**config.mk**
```make
export PLATFORM = sky130hd
export DESIGN_NAME = demux_1cross16_tdm
export DESIGN_NICKNAME = d
export VERILOG_FILES = /design/src/rtl/demux_1cross16_tdm.sv
export SDC_FILE = /design/constraint.sdc
export NUM_CORES = 1
export LEC_CHECK = 0
export CAP_MARGIN = 40
export CORE_MARGIN = 2
export CORE_UTILIZATION = 45
export DETAILED_ROUTE_END_ITERATION = 6
export PLACE_DENSITY = 0.83
export SKIP_CTS_REPAIR_TIMING = 1
export SYNTH_ARGS = -nofsm -noshare
export SYNTH_HDL_FRONTEND = slang
export SYNTH_SLANG_ARGS = --single-unit
```
**constraint.sdc**
```tcl
create_clock -name clk -period 2.8 [get_ports clk]
set_clock_uncertainty 0.1 [all_clocks]
set_input_delay 0.56 -clock clk [delete_from_list [all_inputs] [get_ports clk]]
set_output_delay 0.56 -clock clk [all_outputs]
set_load 0.01 [all_outputs]
```
**src/rtl/demux_1cross16_tdm.sv**
```systemverilog
`default_nettype none
// ============================================================================
// Module   : demux_1cross16_tdm
// Function : 1-to-16 TDM demultiplexer, addressed or auto round-robin routing
// Revision : 1.0 - initial release
// ============================================================================
module demux_1cross16_tdm #(
  parameter int WIDTH = 1
) (
  input  logic                  clk,
  input  logic                  rst_n,
  input  logic [WIDTH-1:0]      din,
  input  logic                  din_valid,
  input  logic                  mode,
  input  logic [3:0]            sel,
  input  logic                  frame_start,
  output logic [16*WIDTH-1:0]   dout,
  output logic [15:0]           dout_strobe,
  output logic                  frame_done,
  output logic [3:0]            ptr
);

  localparam logic [3:0] c_last_ch = 4'd15;

  logic [3:0]  w_target;
  logic [15:0] w_wr_en;
  logic [15:0] r_strobe;
  logic        r_frame_done;
  logic [3:0]  r_ptr;

  // frame_start only overrides the pointer in auto mode
  assign w_target = mode ? (frame_start ? 4'd0 : r_ptr) : sel;

  generate
    for (genvar k = 0; k < 16; k++) begin : g_chan
      logic [WIDTH-1:0] r_chan;

      assign w_wr_en[k] = din_valid && (w_target == 4'(k));

      always_ff @(posedge clk) begin
        if (!rst_n) begin
          r_chan <= '0;
        end else if (w_wr_en[k]) begin
          r_chan <= din;
        end
      end

      assign dout[k*WIDTH +: WIDTH] = r_chan;
    end
  endgenerate

  always_ff @(posedge clk) begin
    if (!rst_n) begin
      r_strobe     <= '0;
      r_frame_done <= 1'b0;
      r_ptr        <= '0;
    end else begin
      r_strobe     <= w_wr_en;
      r_frame_done <= 1'b0;
      if (din_valid && mode) begin
        r_ptr        <= w_target + 4'd1;
        r_frame_done <= (w_target == c_last_ch);
      end else if (mode && frame_start) begin
        r_ptr <= '0;
      end
    end
  end

  assign dout_strobe = r_strobe;
  assign frame_done  = r_frame_done;
  assign ptr         = r_ptr;

endmodule
`default_nettype wire
```
; ---- Yosys cells after proc, flatten, opt, wreduce, memory -nomap -nowiden
; Cells that the tools add are included.
[word_totals]
reg_bits = 37
in_bits = 10
out_inout_bits = 37
[op_classes]
n_addsub = 1
eq_ne = 15
mux = 4
n_reduce_logical = 21
[op_table]
columns = cell, count
row1 = $eq A4 B4 Y1 const B, 8
row2 = $logic_and A1 B1 Y1, 18
row3 = $eq A4 B3 Y1 const B, 4
row4 = $mux W4, 4
row5 = $eq A4 B2 Y1 const B, 2
row6 = $add A4 B1 Y4 const B, 1
row7 = $eq A4 B1 Y1 const B, 1
row8 = $logic_not A4 Y1, 1
row9 = $reduce_and A2 Y1, 1
row10 = $reduce_bool A2 Y1, 1

; ---- Longest topological paths before layout
[depth]
word_depth = 4
ltp_mapped = 6
ltp_nobuf = 4

; ---- Worst setup path before layout
; OpenSTA, ideal clock, no wires.
[synth_timing]
path_type = input port to flip-flop
start = input mode
end = register g_chan[0].r_chan
setup_time_ps = 135
t_arrival_ps = 1496
required_ps = 2565
slack_ps = 1069
stages = 6
n_path_buf = 2
cell_sequence = buf_6 > nor3_1 > a21oi_1 > buf_2 > o311ai_0 > o41ai_1
[synth_via]
elab_chain_cells = 3
[synth_lines]
columns = element, line
row1 = "start, declared", 14  ; input logic mode,
row2 = $mux W4, 32  ; assign w_target = mode ? (frame_start ? 4'd0 : r_ptr) : sel;
row3 = $logic_not A4 Y1, 38  ; assign w_wr_en[k] = din_valid && (w_target == 4'(k));
row4 = $logic_and A1 B1 Y1, 38
row5 = "end signal, assigned", 44  ; r_chan <= din;
row6 = "end, declared", 36  ; logic [WIDTH-1:0] r_chan;
; Every way passes these cells.
; A chain may end at the register's enable or synchronous reset.

; ---- Final worst setup path
[layout_timing]
start = input mode
end = register g_chan[3].r_chan
[layout_via]
elab_chain_cells = 3
[layout_lines]
columns = element, line
row1 = $mux W4, 32
row2 = $eq A4 B2 Y1, 38
row3 = $logic_and A1 B1 Y1, 38
row4 = "end signal, assigned", 44
row5 = "end, declared", 36
; Every way passes these cells.

==> impl_metrics.toml <==
[cells_and_area]
areaGrowthSynthToFinish_pct = 29.39
antenna_cells = 0
drive_gt1_share_pct = 12.57
num-nets-final = 200

[job]
cap_violations = 0

[floorplan]
die_h_um = 63.40
fp-row-count = 21
initial_core_util_pct = 47.21
core_area_um2 = 3363
ioPinCount = 47
die_area_um2 = 4020
die_x_um = 63.40

[grt]
grt_max_degree = 22
grtUsageTotal_pct = 18.79
antenna_found_initial = 0
first_global_vias = 1225
overflow = 0
grt_pass1_wl_um = 5913

[worst_setup_path]
end_kind = "register"
timing.reg2reg.setup_slack_ns = 1.08
path_class = "in -> reg"
critPathLaunch = "mode"
crit_fanout = 18
worstPathArrival_ns = 2.52
crit_path_start_kind = "primary input"
crit_required_ns = 2.90
timing.rr.start = "ptr[0]"

[logic_synthesis]
synth_fp_nets = 169
async_flop_share_pct = 0
ys.flop_type = "dfxtp_1"
yosysSeqAreaShare_pct = 46.65
yosysWarnings = 0
synth.ff_latch_count = 37
synth-edff-count = 0
syn_inst = 159
ys_types = 37
synth.avg_cell_area_um2 = 9.986
netlist_area_um2 = 1588

[power_and_ir_drop]
powerDensity_nw_per_um2 = 505.7
vdd_drop_max_mv = 0.2642
leakagePower_nw = 0.7243
power_mw = 1.039

[sta]
max_slew.worst_pin.slew_ns = 0.7044
setup_viol = 0
period_minus_slack_ns = 2.426
slew-limit-headroom_pct = 53.03
hold_viol_final = 0
fmax_mhz = 412.3
timing.hold.ws_ns = 0.4108
rsz0062_at_grt = "false"
setup_slack_ns = 0.3743
slew_viol_final = 0
setup-tns-final_ns = 0
finalCritPeriodShare_pct = 86.63

[cts]
htreeDepth = 2
numCtsBuffers = 5
cts_tree = "yes"
cts.clk_slew.worst_paths_ns = 0.10
cts-root-buf = "clkbuf_4"
cts.sinks = 37
cts_buffer_depth = 2
insertion_delay_ns = 0.34

[route]
routedWlPerCell_um = 15.24
drc = 0
first_pass_iters = 4
drtIter0Drc = 37
routed_wl_um = 3613
via_count = 1364
ant_nets = 0
vias_per_cell = 5.755

[outcome]
outcome = "complete, no violations"

[placed_design]
routabilityCongestion = 0.7985
dp_hpwl_um = 2556
io_buffers = 46
dp_worst_setup_slack_ns = 0.04959

[hold_path]
hold_class = "reg -> reg"
hp-start = "g_chan[9].r_chan"
==> routing by layer <==
metal	vias to the layer above	track usage, %	wire length (um)
met1	644	23.60	1616
met3	8	5.714	230
met2	64	29.87	1708
li1	648	-	-
met4	0	7.880	57
met5	-	0	0
==> metrics by stage <==
| stage | area, um2 | utilization (%) | cells |
|---|---|---|---|
| after floorplan | 1588 | - | 159 |
| after global placement | 1966 | 58.44 | 229 |
| after detailed placement | 1966 | 58.44 | 229 |
| after CTS | 2054 | 61.09 | 237 |
| after global routing | 2054 | 61.09 | 237 |
| final | 2054 | 61.09 | 237 |
==> area by class of cell <==
class / count / area, um2
clock inverter: 2 / 37.54
sequential: 37 / 740.7
timing repair buffer: 53 / 513.0
tap: 46 / 57.56
multi-input combinational: 90 / 643.1
clock buffer: 6 / 51.30
fill: 292 / 1309
inverter: 3 / 11.26
==> cells in the mapped netlist, drive strengths merged (2+ instances only) <==
library cell	instances	area share (%)
nand3b	2	1.7
nand3	4	1.6
nor3b	2	0.95
or3	4	2.2
o21ai	4	1.5
o41ai	16	9.3
nor2	20	4.7
a21oi	3	0.95
clkbuf	4	0.95
buf	25	11
dfxtp	37	47
inv	3	0.71
o311ai	16	9.3
nand2	5	1.2
==> state kept, by name, indices dropped and copies added (netlist names) <==
name and flops:
ptr 4, dout_strobe 16, frame_done 1, g_chan.r_chan 16
==> power breakdown <==
group	leakage (nW)	switching, mW	internal, mW
Clock	0.0445	0.172	0.212
Combinational	0.381	0.0677	0.0464
Sequential	0.299	0.00655	0.534
Total	0.724	0.246	0.793
==> cell families after synthesis <==
group,share of synthesized area (%)
compound gates,24.67
simple gates,15.29
xor+xnor,0.5517
buf+inv,12.84
flops,46.65
==> worst max-delay path: stages <==
cell and delay (ns):
clkdlybuf4s50_1 0.69, buf_4 0.21, nand2b_1 0.16, nand3_2 0.29
o311ai_0 0.46, o41ai_1 0.15
==> worst paths after layout <==
check	to	cells after the start
setup reg to reg	g_chan[3].r_chan	4
setup / recovery	g_chan[3].r_chan	6
hold / removal	g_chan[9].r_chan	2
hold reg to reg	g_chan[9].r_chan	2
==> placed cells by master, fill, tap and decap left out, types with 2 or more instances in the layout <==
cell type	instances
o311ai_0	13
nor3b_1	2
nor2_1	20
inv_1	3
o311ai_1	2
o41ai_1	15
o21ai_0	3
or3_4	2
dfxtp_1	37
nand3_1	3
or3_1	2
buf_4	7
clkdlybuf4s50_1	46
clkbuf_4	5
nand2_1	5
a21oi_1	3
Note: power is estimated with default switching activity, not from simulation.
